<file path="config.mk">
export PLATFORM = sky130hd
export DESIGN_NAME = fp_stream_pattern_src
export DESIGN_NICKNAME = d
export VERILOG_FILES = /design/src/rtl/fp_stream_pattern_src.sv
export SDC_FILE = /design/constraint.sdc
export NUM_CORES = 1
export LEC_CHECK = 0
export CORE_ASPECT_RATIO = 2
export CORE_MARGIN = 4
export CORE_UTILIZATION = 35
export CTS_CLUSTER_DIAMETER = 40
export DETAILED_ROUTE_END_ITERATION = 7
export GPL_TIMING_DRIVEN = 0
export PLACE_DENSITY = 0.59
export SYNTH_ARGS = -nofsm -noshare
export SYNTH_HDL_FRONTEND = slang
export SYNTH_SLANG_ARGS = --single-unit
</file>
<file path="constraint.sdc">
create_clock -name clk -period 5.1 [get_ports clk]
set_input_delay 1.02 -clock clk [delete_from_list [all_inputs] [get_ports clk]]
set_output_delay 1.02 -clock clk [all_outputs]
set_load 0.01 [all_outputs]
</file>
<file path="src/rtl/fp_stream_pattern_src.sv">
// Purpose : AXI-Stream test-pattern source for floating-point core bring-up; emits packets of
//           PKT_LEN beats, tdata = {packet, beat}, tuser from a generated sideband ROM.
// Latency : first m_tvalid two cycles after the start pulse, then one beat per cycle.
// Backpressure: m_tdata/m_tuser/m_tlast held while m_tvalid & !m_tready; no bubbles with m_tready high.
//
// Ports:
//   clk, rst            clock, asynchronous active-high reset
//   start, stop         run control pulses (start ignored while busy, stop sticky until run end)
//   num_pkts            packets per run, sampled on start (0 = run until stop)
//   m_t*                AXI-Stream master (tdata, tuser, tlast, tvalid, tready)
//   busy, done, pkt_cnt run status; done pulses once per run, pkt_cnt counts completed packets
// Optional: FP_STREAM_PATTERN_SRC_ERR_INJ_EN adds err_inj/err_done for sign-bit corruption
//           of the next tlast beat.
module fp_stream_pattern_src #(
    parameter int DATA_W  = 32,
    parameter int TUSER_W = 8,
    parameter int ADDR_W  = 4,
    parameter int PKT_LEN = 10
) (
    input  logic               clk,
    input  logic               rst,
    input  logic               start,
    input  logic               stop,
    input  logic [15:0]        num_pkts,
    output logic [DATA_W-1:0]  m_tdata,
    output logic [TUSER_W-1:0] m_tuser,
    output logic               m_tlast,
    output logic               m_tvalid,
    input  logic               m_tready,
    output logic               busy,
    output logic               done,
    output logic [15:0]        pkt_cnt
`ifdef FP_STREAM_PATTERN_SRC_ERR_INJ_EN
    ,
    input  logic               err_inj,
    output logic               err_done
`endif
);

    localparam int H     = TUSER_W / 2;
    localparam int HD    = DATA_W / 2;
    localparam int DEPTH = 1 << ADDR_W;
    localparam logic [ADDR_W-1:0] LAST_B     = ADDR_W'(PKT_LEN - 1);
    // Beat following beat 0; wraps straight back to 0 for single-beat packets.
    localparam logic [ADDR_W-1:0] FIRST_NEXT = (PKT_LEN > 1) ? ADDR_W'(1) : '0;

    typedef enum logic [1:0] {
        ST_IDLE,
        ST_PRIME,
        ST_STREAM,
        ST_DONE
    } state_t;

    state_t state;

    // Sideband ROM contents: {beats remaining after this one, beat index}.
    logic [TUSER_W-1:0] rom [DEPTH];

    for (genvar gi = 0; gi < DEPTH; gi++) begin : g_rom
        if (gi < PKT_LEN) begin : g_used
            assign rom[gi] = {H'(PKT_LEN - 1 - gi), H'(gi)};
        end else begin : g_unused
            assign rom[gi] = '0;
        end
    end

    logic [ADDR_W-1:0]  beat_idx;   // beat currently presented on the output
    logic [HD-1:0]      pkt_idx;    // packet currently presented on the output
    logic [TUSER_W-1:0] rom_q;      // prefetched sideband of the beat after the output beat
    logic [15:0]        num_lat;
    logic               stop_flag;

    logic               beat_last;
    logic [ADDR_W-1:0]  nb;
    logic [ADDR_W-1:0]  nnb;
    logic [HD-1:0]      np;
    logic               hs;
    logic [15:0]        cnt_inc;
    logic               run_end;
    logic               priming;
    logic               ld_en;
    logic [ADDR_W-1:0]  ld_b;
    logic [HD-1:0]      ld_p;
    logic [TUSER_W-1:0] ld_user;
    logic [ADDR_W-1:0]  pf_addr;
    logic               ld_last;
    logic               ld_corrupt;
    logic [DATA_W-1:0]  ld_data;

    assign beat_last = (beat_idx == LAST_B);
    assign nb        = beat_last ? '0 : beat_idx + 1'b1;
    assign np        = beat_last ? pkt_idx + 1'b1 : pkt_idx;
    assign nnb       = (nb == LAST_B) ? '0 : nb + 1'b1;
    assign hs        = m_tvalid & m_tready;
    assign cnt_inc   = pkt_cnt + 16'd1;
    // A pending or same-cycle stop only takes effect on a packet boundary.
    assign run_end   = beat_last &
                       (((num_lat != 16'd0) && (cnt_inc == num_lat)) | stop_flag | stop);
    assign priming   = (state == ST_PRIME);

    // The output register is loaded either when priming (beat 0, read straight from the ROM)
    // or on a handshake that does not end the run (next beat, sideband from the prefetch reg).
    assign ld_en   = priming | ((state == ST_STREAM) & hs & ~run_end);
    assign ld_b    = priming ? '0 : nb;
    assign ld_p    = priming ? '0 : np;
    assign ld_user = priming ? rom[0] : rom_q;
    assign pf_addr = priming ? FIRST_NEXT : nnb;
    assign ld_last = (ld_b == LAST_B);
    assign ld_data = {ld_p, HD'(ld_b)} ^ {ld_corrupt, {(DATA_W-1){1'b0}}};

`ifdef FP_STREAM_PATTERN_SRC_ERR_INJ_EN
    logic err_arm;    // request waiting for the next tlast beat
    logic err_beat;   // beat on the output carries the corruption
    logic armed_for_load;

    // The request is consumed by the handshake of the corrupted beat, so a beat loaded in
    // that same cycle must not see it again (matters for single-beat packets).
    assign armed_for_load = (err_arm & ~(hs & err_beat)) | err_inj;
    assign ld_corrupt     = ld_last & armed_for_load;
    assign err_done       = hs & err_beat;

    always_ff @(posedge clk or posedge rst) begin
        if (rst) begin
            err_arm  <= 1'b0;
            err_beat <= 1'b0;
        end else begin
            if (err_inj) begin
                err_arm <= 1'b1;
            end else if (hs && err_beat) begin
                err_arm <= 1'b0;
            end
            if (ld_en) begin
                err_beat <= ld_corrupt;
            end else if (hs) begin
                err_beat <= 1'b0;
            end
        end
    end
`else
    assign ld_corrupt = 1'b0;
`endif

    always_ff @(posedge clk or posedge rst) begin
        if (rst) begin
            state     <= ST_IDLE;
            m_tvalid  <= 1'b0;
            m_tdata   <= '0;
            m_tuser   <= '0;
            m_tlast   <= 1'b0;
            busy      <= 1'b0;
            done      <= 1'b0;
            pkt_cnt   <= '0;
            beat_idx  <= '0;
            pkt_idx   <= '0;
            rom_q     <= '0;
            num_lat   <= '0;
            stop_flag <= 1'b0;
        end else begin
            done <= 1'b0;

            if (ld_en) begin
                m_tvalid <= 1'b1;
                m_tdata  <= ld_data;
                m_tuser  <= ld_user;
                m_tlast  <= ld_last;
                beat_idx <= ld_b;
                pkt_idx  <= ld_p;
                rom_q    <= rom[pf_addr];
            end

            case (state)
                ST_IDLE: begin
                    if (start) begin
                        state     <= ST_PRIME;
                        busy      <= 1'b1;
                        num_lat   <= num_pkts;
                        pkt_cnt   <= '0;
                        stop_flag <= 1'b0;
                    end
                end
                ST_PRIME: begin
                    state <= ST_STREAM;
                    if (stop) stop_flag <= 1'b1;
                end
                ST_STREAM: begin
                    if (stop) stop_flag <= 1'b1;
                    if (hs) begin
                        if (beat_last) pkt_cnt <= cnt_inc;
                        if (run_end) begin
                            m_tvalid <= 1'b0;
                            busy     <= 1'b0;
                            done     <= 1'b1;
                            state    <= ST_DONE;
                        end
                    end
                end
                ST_DONE: begin
                    state <= ST_IDLE;
                end
                default: begin
                    state <= ST_IDLE;
                end
            endcase
        end
    end

endmodule

</file>
# After elaboration in Yosys (flattened, before gate mapping)
# Memory sizes are Yosys's and may differ from the RTL's. A register that Yosys moved wholly into a read port is not among the register bits.
# Index checks and enable logic that the tools add are counted.
[op_classes] mux=29 n_eq_ne=12 n_reduce_logical=11 add_sub_neg=4 bitwise_logic=9
[ops] cell="$mux W16" count=5
[ops] cell="$add A16 B1 Y16 const B" count=2
[ops] cell="$pmux W16 S2" count=1
[ops] cell="$eq A16 B16 Y1" count=1
[ops] cell="$mux W4" count=4
[ops] cell="$reduce_bool A16 Y1" count=1
[ops] cell="$eq A4 B4 Y1 const B" count=3
[ops] cell="$mux W1" count=12
[ops] cell="$add A4 B1 Y4 const B" count=2
[ops] cell="$mux W8" count=1
[ops] cell="$ne A2 B2 Y1 const B" count=4
[ops] cell="$pmux W2 S4" count=1
[ops] cell="$reduce_and A4 Y1" count=2
[ops] cell="$mux W2" count=3
[ops] cell="$reduce_and A3 Y1" count=2
[ops] cell="$not A4 Y5" count=1
[ops] cell="$and A1 B1 Y1" count=4
[ops] cell="$eq A2 B2 Y1 const B" count=2
[ops] cell="$pmux W1 S2" count=2
[ops] cell="$reduce_bool A2 Y1" count=2
[ops] cell="$or A1 B1 Y1" count=3
[ops] cell="$eq A2 B1 Y1 const B" count=1
[ops] cell="$logic_not A2 Y1" count=1
[ops] cell="$ne A2 B1 Y1 const B" count=1
[ops] cell="other kinds (4)" count=4
[word_totals] memories=1 output_inout_bits=60 regBits=87 inputBits=21 mem_bits_ro=128
[memory_table] name="(name not given)" words=16 width=8 read_ports=1 rd_ports_with_merged_regs=1 wr=0 line_no="168" rtl="rom_q <= rom[pf_addr];"

# Logic depth before layout (Yosys ltp)
# Gate-level depths: netlist of run 1.
[depth] ltp_word=13 mapped_depth=11

# Worst setup path before layout of run 1
# OpenSTA, ideal clock, no wires.
[synth_timing] path_kind="flip-flop to flip-flop" start="register pkt_cnt[0]" end="register state[1]" period_less_slack_ns=3.185 required_time_ns=4.972 path_buffers=2 arrival_time_ns=3.058 stages_incl_launch_ff=11 path_slack_ns=1.915 setup_ns=0.128 cell_sequence="dfrtp_1 ha_1 buf_2 nand4_1 nor3_1 o32ai_1 or4_4 or4_1 buf_2 o21ai_2 mux2_1"
[synth_between] elab_chain_cells=8
[synth_rtl] item="start: declaration" line_no="32" rtl="output logic [15:0] pkt_cnt"
[synth_rtl] item="start signal: assignment" line_no="188" rtl="if (beat_last) pkt_cnt <= cnt_inc;"
[synth_rtl] item="$add A16 B1 Y16" line_no="95" rtl="assign cnt_inc = pkt_cnt + 16'd1;"
[synth_rtl] item="$eq A16 B16 Y1" line_no="98" rtl="(((num_lat != 16'd0) && (cnt_inc == num_lat)) | stop_flag | stop);"
[synth_rtl] item="$logic_and A1 B1 Y1" line_no="98"
[synth_rtl] item="$or A1 B1 Y1 (2 in a row)" line_no="98"
[synth_rtl] item="$and A1 B1 Y1" line_no="97" rtl="assign run_end = beat_last &"
[synth_rtl] item="$ne A2 B2 Y1 (no source line)"
[synth_rtl] item="$reduce_and A3 Y1 (no source line)"
[synth_rtl] item="end signal: assignment" line_no="145" rtl="state <= ST_IDLE;"
[synth_rtl] item="end signal: assignment" line_no="174" rtl="state <= ST_PRIME;"
[synth_rtl] item="end signal: assignment" line_no="182" rtl="state <= ST_STREAM;"
[synth_rtl] item="end: declaration" line_no="54" rtl="state_t state;"
# No other way between the ends.
# A chain may end at the register's enable or synchronous reset.

# Worst setup path in the final report of run 1
[layout_timing] start="register pkt_cnt[0]" end="register rom_q[5]"
[layout_between] elab_chain_cells=9
[layout_rtl] item="$add A16 B1 Y16" line_no="95"
[layout_rtl] item="$eq A16 B16 Y1" line_no="98"
[layout_rtl] item="$logic_and A1 B1 Y1" line_no="98"
[layout_rtl] item="$or A1 B1 Y1 (2 in a row)" line_no="98"
[layout_rtl] item="$and A1 B1 Y1" line_no="97"
[layout_rtl] item="$not A1 Y1" line_no="103" rtl="assign ld_en = priming | ((state == ST_STREAM) & hs & ~run_end);"
[layout_rtl] item="$and A1 B1 Y1" line_no="103"
[layout_rtl] item="$or A1 B1 Y1" line_no="103"
[layout_rtl] item="end: declaration" line_no="69" rtl="logic [TUSER_W-1:0] rom_q;"
# No other way between the ends.

==> impl.org, run 1 <==
** Run status
- Status :: finished clean

** Synthesis
- Async set-reset flop share out of synthesis :: 100%
- In the post-synthesis netlist, the cell with the most instances is sky130_fd_sc_hd__dfrtp_1.
- Total of flip-flops plus latches after synthesis :: 73
- Part of the Yosys area used for sequential elements :: about two fifths
- Cell types with the largest area share after synthesis :: sky130_fd_sc_hd__dfrtp_1, sky130_fd_sc_hd__mux2_2, sky130_fd_sc_hd__nand2_1
- Yosys mapped a number of flops with a built-in enable equal to 0.
- The commonest cells after synthesis are sky130_fd_sc_hd__dfrtp_1, sky130_fd_sc_hd__nand2_1, sky130_fd_sc_hd__o21ai_0.
- A synthesized cell averages 9.44 µm².
- sky130_fd_sc_hd__dfrtp_1 takes more of the synthesized area than any other cell.
- In the synthesized netlist the dominant register cell turns out to be sky130_fd_sc_hd__dfrtp_1.
- Area share of the largest cell type after synthesis :: between 40% and 50%
- Yosys printed 0 warnings.
- Cell area after technology mapping :: 4370 µm²
- The cell count after synthesis came out at 463.
- In this run, distinct cell masters in the synthesized netlist total 64.

** Finish
- The net count of the finished layout is 585.
- From synthesis to final layout, the design area changed by 29.6%.
- N_diodes :: 0
- Summing all flip-flop and latch instances after layout gives 1830 µm².
- Proportion of layout cells with a drive suffix above 1 :: 13.8%
- In the final layout, the multi-input gates occupy 2330 µm².
- Fill count :: 1176

** Clock tree
- Number of CTS-inserted buffers :: 9
- Number of clock sinks :: 73
- Post-CTS timing repair inserted 0 buffers for setup.
- Clock root cell :: sky130_fd_sc_hd__clkbuf_16
- The clock tree synthesis step divided the H-tree into 3 levels.
- Clock-pin slew was measured on the worst setup and hold paths at about 0.060 ns.
- The clock passes through at most 2 buffers.
- Number of buffers inserted by hold repair at cts :: 0
- In this run, post-CTS repair resized a total of 0 instances.
- The later pin in the worst-skew pair is clocked with a latency of 0.34 ns.
- TritonCTS clock tree :: done

** STA
- Worst Tran Pin Value :: 0.806 ns
- Worst clock skew :: 0.00802 ns
- The final critical path takes up roughly 73% of the cycle.
- Setup repair after global routing left no endpoint under its margin.
- Hold is met by roughly 0.5 ns.
- Setup violations, final :: 0
- Count of final max-slew check failures :: 0
- Counting I/O delays and the setup requirement, the final critical path takes 3.70 ns.
- Derived from the worst setup path, the maximum achievable clock frequency is 270 MHz.
- The worst pin sits at a relative slew slack of a little under half.
- Fin Setup TNS :: 0 ns
- Hold Vio Cnt, Final :: 0

** Worst hold path
- The path with the worst hold slack has its endpoint at pkt_idx[15]$_DFFE_PP0P_.
- Along the worst hold path, the cell count comes to 1.
- In this run the most critical hold path is launched from pkt_idx[15]$_DFFE_PP0P_.
- The path class of the tightest hold or removal check is flip-flop to flip-flop.

** Flow run
- Max-cap violations in this run came to 0.

** Critical path
- Minimum setup slack among reg-to-reg paths :: 1.40 ns
- The worst setup path is captured at a flip-flop.
- In this run the worst path has a maximum fanout of 10.
- Critical Setup Path Class :: flip-flop to flip-flop
- The slowest stage of the critical path belongs to the cell sky130_fd_sc_hd__nor4_1.
- Register-to-Register Path Depth :: 10
- FF-to-FF Start :: pkt_cnt[0]$_DFFE_PP0P_
- Worst-path cell chain :: ha_1, buf_2, nand4_1, nor4_1, xnor2_1, a211o_1, nor4_4, or3_1, buf_4, mux2i_1
- STA puts the critical path data arrival time at 3.95 ns.
- Element type at the critical path start :: flip-flop
- Largest incremental delay on the critical path :: ~0.71 ns
- In this run the critical register-to-register path is captured at rom_q[5]$_DFFE_PP0P_.
- Critical path data required time :: 5.35 ns

** Floorplan
- The initial utilization of the core area, before any placement, comes to ~36%.
- The floorplan step defined a die boundary enclosing 14400 µm².
- Boundary Pins :: 81
- Number of rows created at floorplan :: between 50 and 60
- Die width :: 87.0 µm
- The die is 166 µm tall.
- The floorplan step defined a core boundary enclosing 12200 µm².

** Global routing
- The via count of the first global-routing pass is 4043.
- Pin count of the biggest net entering global routing :: 64
- Global routing usage summed across all routing layers :: around 18%
- Number of antenna violations at the first check in global routing :: 0
- Overflow after GRT :: 0
- The first global-routing pass estimated 20.3 mm of wire.

** Drt
- The routed design has 12.5 mm of wire.
- Via density per instance :: around 5.6
- The first detailed-routing pass ran for 5 iterations.
- After the first detailed-routing iteration, the DRC count stood at 160.
- Vias after detailed routing :: 3914
- The count of nets left with antenna violations once routing finished came out at 0.
- Dividing the detail-routed wire length by the instance count gives about 18 µm.
- In the routed design, unresolved DRC markers number 0.

** Power and ir drop
- LEAKAGE :: 2.35 nW
- Peak supply drop :: 0.322 mV
- Power density cells :: 458 nW/µm²

** Placement
- Post-detailed-placement half-perimeter wirelength :: 9.38 mm
- Number of input and output port buffers inserted :: 68
- The congestion estimate from routability-driven global placement came to 0.893.
==> final cells by class <==
type                            count  area share (%)
Buffer                             35            3.51
Clock buffer                       10            4.04
Clock inverter                      5            2.28
Inverter                           15            1.04
Multi-Input combinational cell    351            41.1
Sequential cell                    73            32.3
Tap cell                          147            3.25
Timing Repair Buffer               69            12.5
==> placed cells by master (no fill, tap or decap), types with 13 or more instances in the layout <==
master                            count
sky130_fd_sc_hd__a21oi_1             16
sky130_fd_sc_hd__a31oi_1             22
sky130_fd_sc_hd__buf_4               16
sky130_fd_sc_hd__clkbuf_1            13
sky130_fd_sc_hd__clkdlybuf4s50_1     68
sky130_fd_sc_hd__dfrtp_1             73
sky130_fd_sc_hd__inv_1               13
sky130_fd_sc_hd__mux2_2              19
sky130_fd_sc_hd__nand2_1             44
sky130_fd_sc_hd__nand3_1             14
sky130_fd_sc_hd__nor2_1              25
sky130_fd_sc_hd__nor4_1              14
sky130_fd_sc_hd__o21ai_0             29
sky130_fd_sc_hd__xnor2_1             17
==> through the flow <==
stage          area [µm²]  total power, W  instances  setup slack (ns)  utilization [%]
2_1_floorplan        4410         0.00150        474              1.91                -
3_3_place_gp         5280         0.00180        689             0.904             43.3
3_5_place_dp         5310         0.00183        690              1.46             43.5
4_1_cts              5660         0.00261        705              1.43             46.4
5_1_grt              5660         0.00275        705              1.17             46.4
6_report             5660         0.00259        705              1.40             46.4
==> flip-flops by register name, summed over array words and instances, names as in the netlist <==
| register | count |
|---|---|
| stop_flag | 1 |
| m_tdata | 1 |
| m_tvalid | 1 |
| m_tuser | 7 |
| pkt_idx | 16 |
| busy | 1 |
| rom_q | 7 |
| pkt_cnt | 16 |
| beat_idx | 3 |
| done | 1 |
| state | 2 |
| num_lat | 16 |
| m_tlast | 1 |
==> how the worst max path moves through the flow <==
stage	from	end	slack (ns)
2_1_floorplan	pkt_cnt[0]$_DFFE_PP0P_	state[1]$_DFFE_PP0P_	1.91
3_3_place_gp	rst	pkt_idx[15]$_DFFE_PP0P_	0.90
3_5_place_dp	pkt_cnt[0]$_DFFE_PP0P_	rom_q[5]$_DFFE_PP0P_	1.46
4_1_cts	pkt_cnt[0]$_DFFE_PP0P_	rom_q[5]$_DFFE_PP0P_	1.43
5_1_grt	pkt_cnt[0]$_DFFE_PP0P_	pkt_idx[7]$_DFFE_PP0P_	1.17
6_report	pkt_cnt[0]$_DFFE_PP0P_	rom_q[5]$_DFFE_PP0P_	1.40
==> routing by layer <==
| layer | vias up | GRT usage, % | share of wire, % |
|---|---|---|---|
| met5 | - | 0 | 0 |
| met4 | 0 | 9.91 | 4.9 |
| met3 | 40 | 3.72 | 4.9 |
| met2 | 140 | 32.1 | 54 |
| met1 | 1858 | 18.5 | 36 |
| li1 | 1876 | - | - |
==> kinds of logic (layout without fill, tap and decap cells) <==
kind of cell    after synthesis  count (layout)  synth area share [%]
simple gates                162             162                  20.5
compound gates              119             119                  18.0
flops                        73              73                  41.8
buf+inv                      50             134                  5.84
mux                          25              25                  6.30
xor+xnor                     23              23                  4.61
fa+ha+maj                    10              10                  2.86
other cells                   1              12                0.0858
==> worst max-delay path: cells and delay by family, from the launching register on <==
family	cells	cell delay, ns
fa+ha+maj	1	0.21
buf+inv	2	0.38
compound gates	1	0.32
mux	1	0.23
flops	1	0.58
simple gates	4	1.75
xor+xnor	1	0.13
==> where the power goes <==
group	internal (W)	switching, W	total [W]	leakage [nW]
registers	0.000721	0.000165	0.000886	0.950
logic	0.000435	0.000500	0.000935	1.23
clock network	0.000526	0.000246	0.000772	0.173
total	0.00168	0.000911	0.00259	2.35
(Power assumes the default switching activity.)
==> run 2, diff against run 1 <==
--- a/config.mk
+++ b/config.mk
@@ -11,7 +11,7 @@
 export CTS_CLUSTER_DIAMETER = 40
 export DETAILED_ROUTE_END_ITERATION = 7
 export GPL_TIMING_DRIVEN = 0
-export PLACE_DENSITY = 0.59
+export PLACE_DENSITY = 0.61
 export SYNTH_ARGS = -nofsm -noshare
 export SYNTH_HDL_FRONTEND = slang
 export SYNTH_SLANG_ARGS = --single-unit
==> constraint.sdc (replaced) <==
create_clock -name clk -period 3.2 [get_ports clk]
set_input_delay 0.64 -clock clk [delete_from_list [all_inputs] [get_ports clk]]
set_output_delay 0.64 -clock clk [all_outputs]
set_load 0.01 [all_outputs]
==> run 2 against run 1 <==
Non-clock buffer count up 12. Core utilization up 1.6 points. Design area up 3.4%. Sequential share of layout area down 1.0 points. Global-route usage up 0.50 points. Cell count up 1.8%. Wire length up 3.9%. Power up 58%. Combinational power up 67%. Via count up 4.1%. Critical path depth unchanged. Largest cell class unchanged.
==> impl.org, run 2 (same netlist as run 1, synthesis figures left out) <==
** Finish
- In the final design database the tool counted 597 nets.
- Of the cells placed in the final design, the portion with a size suffix greater than 1 is a little under a fifth.
- Finished Core Util :: 48.0%
- The library cell used most frequently in the layout, excluding fill and tap cells, is sky130_fd_sc_hd__dfrtp_1.
- Fill cells in the final layout number 1159.
- The repair_antennas step left the layout with diodes totalling 0.
- Relative to the synthesized area, the layout overhead comes to 34.0%.
- The largest registers in the layout are num_lat: 16 flops, pkt_cnt: 16 flops, pkt_idx: 16 flops.
- In the layout the commonest cells are sky130_fd_sc_hd__dfrtp_1, sky130_fd_sc_hd__clkdlybuf4s50_1, sky130_fd_sc_hd__nand2_1.

** Floorplan
- After floorplanning, the core was sized to cover between 10000 and 15000 µm².
- Die width :: 87.0 µm
- Number of rows created at floorplan :: 57
- Starting utilization of the core area :: a little over a third
- Vert. Die Dim :: 166 µm
- 81 I/O pins were placed.
- The die covers 14400 µm².

** Critical path
- At the worst endpoint, the arrival time is 3.34 ns.
- Critical Setup Path Class :: flip-flop to flip-flop
- STA puts the critical path data required time at 3.42 ns.
- Element type at the critical path end :: flip-flop
- Biggest fanout along the worst timing path :: 9
- The worst register-to-register path has a depth of 10.
- Minimum setup slack among reg-to-reg paths :: 0.08 ns
- STA classifies the critical path startpoint as a flip-flop.

** Power and ir drop
- P_int :: 0.00258 W
- Switching share of power :: 36.8%
- The share of total power dissipated in combinational logic is about two fifths.
- The analysis attributes to cell leakage a power of 2.47 nW.
- Switching component of the power :: 0.00151 W
- Across the VDD grid, the largest voltage drop is 0.436 mV.
- Per report_power, the sequential group accounts for between 30% and 40% of the total.
- Power density cells :: around 700 nW/µm²
- Share of total power in the clock network :: between 20% and 30%

** Drt
- Via density per instance :: 5.68
- Post-DRT Antenna Nets :: 0
- Drt initial violations :: 159
- For this block, the routed nets add up to 12.9 mm of wire.
- For this block, wires on met1 add up to around 4.4 mm.
- Vias after detailed routing :: 4075
- For this run, design rule violations remaining after detail routing come to 0.
- Dividing the detail-routed wire length by the instance count gives 18.0 µm.
- The routed design uses 6.91 mm of met2 wire.
- Detailed Routing Iterations Pass 1 :: 4
- The highest layer touched by signal routing is met4.
- Met3 wire length :: 823 µm

** STA
- Count of final max-slew check failures :: 0
- Fin crit share :: 97.5%
- The clock arrives with around 0.0057 ns of skew.
- In the final timing run, aggregate negative setup slack is 0 ns.
- The number of endpoints with negative hold slack in the final report was 0.
- Worst slew slack as a fraction of its limit :: 39.3%
- At the pin with the least slew margin, the transition time is 0.907 ns.
- For the finished layout, the period the worst path requires is 3.12 ns.
- Setup violations, final :: 0
- FMAX :: 321 MHz

** Run status
- The run finished with clean final reports.

** Worst hold path
- Worst hold stages :: 1
- Worst hold-check path type :: flip-flop to flip-flop

** Clock tree
- TritonCTS clock tree :: done
- Buffers inserted during clock tree synthesis total 9.
- The longest clock path from root to sink contains 2 buffers.
- The tree is rooted in a sky130_fd_sc_hd__clkbuf_16.
- Skew-Pair Late Insertion Delay :: around 0.33 ns
- Hold repair after CTS inserted 0 buffers.
- The clock tree synthesis step divided the H-tree into 3 levels.
- CTS clock-pin slew for the worst setup and hold paths :: 0.06 ns
- The tree built by TritonCTS fans out to 73 sinks.

** Global routing
- The total overflow left after global routing is 0.
- Global routing usage summed across all routing layers :: 18.4%
- Pin count of the biggest net entering global routing :: 60
- The via count of the first global-routing pass was 4228.
- The first global-routing pass estimated between 20 and 25 mm of wire.
- Number of antenna violations at the first check in global routing :: 0

** Placement
- Routability-driven placement finished with a final weighted congestion of between 0.8 and 0.9.
- Buffers placed on the I/O ports in this run total 68.
- Summed over all nets, the half-perimeter wirelength after detailed placement is around 9.5 mm.

** Flow run
- The tool flagged a number of max-cap violations equal to 0.
[run 2: cell count changes in the layout (fill, tap and decap cells not counted), moves of 2 or more]
cell	previous run	this run
sky130_fd_sc_hd__buf_4	16	30
sky130_fd_sc_hd__clkbuf_1	13	9
sky130_fd_sc_hd__buf_2	5	2
sky130_fd_sc_hd__clkbuf_4	0	3
sky130_fd_sc_hd__nor4_1	14	11
sky130_fd_sc_hd__nor4_4	2	5
sky130_fd_sc_hd__bufinv_16	4	2
sky130_fd_sc_hd__dfrtp_1	73	71
sky130_fd_sc_hd__dfrtp_2	0	2
sky130_fd_sc_hd__nor3_1	8	6
sky130_fd_sc_hd__nor3_2	0	2
[run 2: metrics by stage]
stage | total power (W) | area [µm²] | setup slack (ns) | cells | hold WS [ns]
global route | 0.00434 | 5860 | -0.0152 | 718 | 0.524
global placement | 0.00286 | 5280 | -0.654 | 689 | 0.480
floorplan | 0.00239 | 4410 | 0.0147 | 474 | 0.485
finish | 0.00409 | 5860 | 0.0805 | 718 | 0.493
detailed placement | 0.00292 | 5310 | -0.481 | 690 | 0.485
CTS | 0.00407 | 5740 | 0.00985 | 715 | 0.493
[run 2: power by group through the flow]
stage	combinational (W)	sequential [W]	clock [W]
2_1_floorplan	0.00104	0.00135	0
3_3_place_gp	0.00144	0.00142	0
3_5_place_dp	0.00149	0.00143	0
4_1_cts	0.00152	0.00141	0.00114
5_1_grt	0.00173	0.00143	0.00117
6_report	0.00156	0.00142	0.00111
[run 2: layout make-up]
type / instances / area, µm² / share of cell area [%]
multi-input cells: 351 / 2430 / 41.6
flip-flops and latches: 73 / 1830 / 31.2
repair buffers: 83 / 813 / 13.9
clock buffers: 10 / 239 / 4.08
plain buffers: 33 / 206 / 3.53
well taps: 147 / 184 / 3.14
clock inverters: 6 / 90.1 / 1.54
inverters: 15 / 58.8 / 1.00
[run 2: path summary, 6_finish.rpt]
check                                         from                       to
max                         pkt_cnt[0]$_DFFE_PP0P_     state[1]$_DFFE_PP0P_
min                        pkt_idx[15]$_DFFE_PP0P_  pkt_idx[15]$_DFFE_PP0P_
max reg2reg                 pkt_cnt[0]$_DFFE_PP0P_     state[1]$_DFFE_PP0P_
min reg2reg                pkt_idx[15]$_DFFE_PP0P_  pkt_idx[15]$_DFFE_PP0P_
max in group asynchronous                      rst   pkt_cnt[0]$_DFFE_PP0P_
min in group asynchronous                      rst   m_tuser[5]$_DFFE_PP0P_
[run 2: routing by layer]
| metal | track usage, % | vias up |
|---|---|---|
| li1 | - | 1896 |
| met1 | 18.0 | 1957 |
| met2 | 32.5 | 169 |
| met3 | 4.12 | 53 |
| met4 | 13.2 | 0 |
| met5 | 0 | - |
[run 2: what timing repair did]
| item | in CTS | in global routing |
|---|---|---|
| resized for setup | 10 | 17 |
| setup buffers | 9 | 5 |
| pin swaps | 2 | 3 |
| endpoints found under the setup margin | 39 | 22 |
[run 2: worst max-delay path: stages, from the launching register on]
cell,delay (ns)
sky130_fd_sc_hd__dfrtp_2,0.41
sky130_fd_sc_hd__ha_4,0.14
sky130_fd_sc_hd__clkbuf_4,0.17
sky130_fd_sc_hd__and4_4,0.25
sky130_fd_sc_hd__a21oi_1,0.07
sky130_fd_sc_hd__nand4b_1,0.17
sky130_fd_sc_hd__or4_4,0.58
sky130_fd_sc_hd__or4_1,0.55
sky130_fd_sc_hd__buf_6,0.17
sky130_fd_sc_hd__o21ai_4,0.16
sky130_fd_sc_hd__mux2_1,0.33
==> run 3, diff against run 2 <==
--- a/config.mk
+++ b/config.mk
@@ -5,6 +5,7 @@
 export SDC_FILE = /design/constraint.sdc
 export NUM_CORES = 1
 export LEC_CHECK = 0
+export CAP_MARGIN = 10
 export CORE_ASPECT_RATIO = 2
 export CORE_MARGIN = 4
 export CORE_UTILIZATION = 35
==> constraint.sdc (replaced) <==
create_clock -name clk -period 2.8 [get_ports clk]
set_input_delay 0.28 -clock clk [delete_from_list [all_inputs] [get_ports clk]]
set_output_delay 0.28 -clock clk [all_outputs]
set_load 0.01 [all_outputs]
==> run 3 against run 2 <==
The run now ends with setup timing left. Sequential share of layout area down 1.5 points. Sequential power up 11%. Die area unchanged. Design area up 5.5%. Critical path depth down 1. Combinational power up 20%. Largest power group unchanged. Highest routed layer unchanged.
==> impl.org, run 3 (same netlist as run 1, synthesis figures left out) <==
** Run status
- Status :: finished, violations left
- The final reports fail on setup timing.

** STA
- Worst Tran Pin Value :: around 0.89 ns
- The number of endpoints with negative hold slack in the final report was 0.
- The worst path uses 103% of the clock period.
- After layout, the minimum clock period comes to between 2 and 3 ns.
- Setup repair after global routing missed its margin :: true
- After layout, the worst setup slack is -0.0967 ns.
- Setup violations, final :: 14
- Based on the critical path, the design can be clocked at up to 345 MHz.
- Count of final max-slew check failures :: 0
- Worst clock skew :: 0.00722 ns
- Worst slew slack as a fraction of its limit :: 40.1%

** Drt
- Drt initial violations :: 212
- Post-Route WL :: about 13 mm
- For this run, design rule violations remaining after detail routing come to 0.
- Summing over every cut layer, the via total after detailed routing is 4046.
- Via density per instance :: 5.53
- DR WL/cell :: between 15 and 20 µm
- In this run the remaining antenna-violating nets after routing total 0.
- Detailed Routing Iterations Pass 1 :: 5

** Clock tree
- Skew-Pair Late Insertion Delay :: 0.34 ns
- In this run the deepest clock path goes through 2 buffers.
- Clock tree synthesis inserted a total of 9 buffers.
- In this run the clock root is driven by a sky130_fd_sc_hd__clkbuf_16.
- TritonCTS clock tree :: done
- Number of levels in the clock H-tree :: 3
- Clock-pin slew was measured on the worst setup and hold paths at 0.06 ns.
- Number of clock sinks :: 73

** Global routing
- The first global-routing pass estimated 21.2 mm of wire.
- The via count of the first global-routing pass came to 4121.
- For this run, the total global-route usage over all layers was measured as 18.7%.
- Number of antenna violations at the first check in global routing :: 0
- Entering global routing, the biggest net connects 65 pins.
- Summed over all layers, the global routing overflow is 0.

** Floorplan
- Starting utilization of the core area :: approximately 36%
- Measured along the x axis, the die boundary spans 87.0 µm.
- The floorplan step defined a die boundary enclosing 14400 µm².
- Measured along the y axis, the die boundary spans 166 µm.
- Core area :: 12200 µm²
- In this run the core area contains 57 standard-cell rows.
- Pin placement for this block handled 81 I/O pins.

** Placement
- In this run the cell area measured after placement is 5370 µm².
- Number of input and output port buffers inserted :: slightly below 70
- Cells after DPL :: ~700
- Post-detailed-placement half-perimeter wirelength :: 9.48 mm
- Weighted congestion reported at the end of routability-driven placement :: 0.867

** Finish
- Proportion of layout cells with a drive suffix above 1 :: 25.1%
- The repair_antennas step left the layout with diodes totalling 0.
- Layout area overhead :: 41.4%
- Leaving out fill and tap cells, the most frequent cell in the layout is sky130_fd_sc_hd__clkdlybuf4s50_1.
- Most frequent cells in the layout :: sky130_fd_sc_hd__clkdlybuf4s50_1, sky130_fd_sc_hd__dfrtp_1, sky130_fd_sc_hd__nand2_1
- With fillers left out, the area of the finished cells amounts to 6180 µm².
- In the final design database the tool counted 611 nets.
- The largest registers in the layout are num_lat: 16 flops, pkt_cnt: 16 flops, pkt_idx: 16 flops.
- Final instance count without filler cells :: 732

** Power and ir drop
- The analysis attributes to cell leakage a power of approximately 2.6 nW.
- Power density cells :: 744 nW/µm²
- Peak supply drop :: just under 0.5 mV

** Worst hold path
- The worst hold path belongs to the class input port to async pin.

** Critical path
- Worst endpoint data arrival time :: just over 3 ns
- Element type at the critical path start :: flip-flop
- By startpoint and endpoint, the worst setup path is classified as flip-flop to flip-flop.
- Critical path data required time :: 3.02 ns
- Biggest fanout along the worst timing path :: 8
- Element type at the critical path end :: flip-flop

** Flow run
- Max-cap violations in this run came to 0.
[run 3: worst max-delay path, stage by stage, from the launching register on]
cell,delay [ns]
sky130_fd_sc_hd__dfrtp_2,0.43
sky130_fd_sc_hd__ha_4,0.19
sky130_fd_sc_hd__buf_4,0.14
sky130_fd_sc_hd__xnor2_1,0.11
sky130_fd_sc_hd__nand2_1,0.11
sky130_fd_sc_hd__a31oi_4,0.10
sky130_fd_sc_hd__or4_4,0.60
sky130_fd_sc_hd__or4_4,0.61
sky130_fd_sc_hd__o21ai_4,0.19
sky130_fd_sc_hd__mux2_4,0.31
[run 3: routing by layer]
metal | vias to the layer above | GRT usage (%) | wire, µm
met5 | - | 0 | 0
met4 | 0 | 9.77 | 484
met3 | 31 | 4.22 | 611
met2 | 112 | 33.3 | 7380
met1 | 1985 | 19.6 | 4670
li1 | 1918 | - | -
[run 3: cell type report]
type                    count  area [µm²]
plain buffers              31         219
clock buffers              13         250
clock inverters             3        40.0
fillers                  1124        6020
inverters                  15        58.8
multi-input cells         351        2630
flip-flops and latches     73        1840
well taps                 147         184
repair buffers             99         956
[run 3: worst paths after layout]
kind | from | end | slack (ns) | cells past startpoint
setup / recovery | pkt_cnt[0]$_DFFE_PP0P_ | state[1]$_DFFE_PP0P_ | -0.1 | 9
hold / removal | rst | m_tuser[0]$_DFFE_PP0P_ | 0.20 | 2
setup reg to reg | pkt_cnt[0]$_DFFE_PP0P_ | state[1]$_DFFE_PP0P_ | -0.1 | 9
hold reg to reg | m_tuser[0]$_DFFE_PP0P_ | m_tuser[0]$_DFFE_PP0P_ | 0.52 | 1
max in group asynchronous | rst | pkt_cnt[7]$_DFFE_PP0P_ | 2.03 | 3
min in group clk | m_tuser[0]$_DFFE_PP0P_ | m_tuser[0]$_DFFE_PP0P_ | 0.52 | 1
[run 3: report_power, final]
part           internal [W]  total (W)  leakage, nW  switching [W]
registers           0.00131    0.00158        0.933       0.000269
logic              0.000887    0.00187         1.51       0.000985
clock network      0.000712    0.00114        0.144       0.000429
[run 3: timing repair]
item,CTS,global route
endpoints found under the setup margin,39,36
cloned,1,0
gates resized for setup,34,35
hold buffers,0,0
pin swaps,12,12
setup buffers,20,9
[run 3: through the flow]
| step | util (%) | worst slack [ns] | total power, W | TNS (ns) | hold slack (ns) |
|---|---|---|---|---|---|
| after CTS | 48.6 | -0.140 | 0.00457 | -1.21 | 0.190 |
| after floorplan | - | -0.164 | 0.00275 | -0.920 | 0.425 |
| after global routing | 50.7 | -0.163 | 0.00491 | -2.83 | 0.194 |
| final | 50.7 | -0.0967 | 0.00460 | -0.634 | 0.196 |
| after detailed placement | 44.1 | -0.659 | 0.00334 | -18.99 | 0.508 |
| after global placement | 43.8 | -0.978 | 0.00329 | -72.32 | 0.500 |
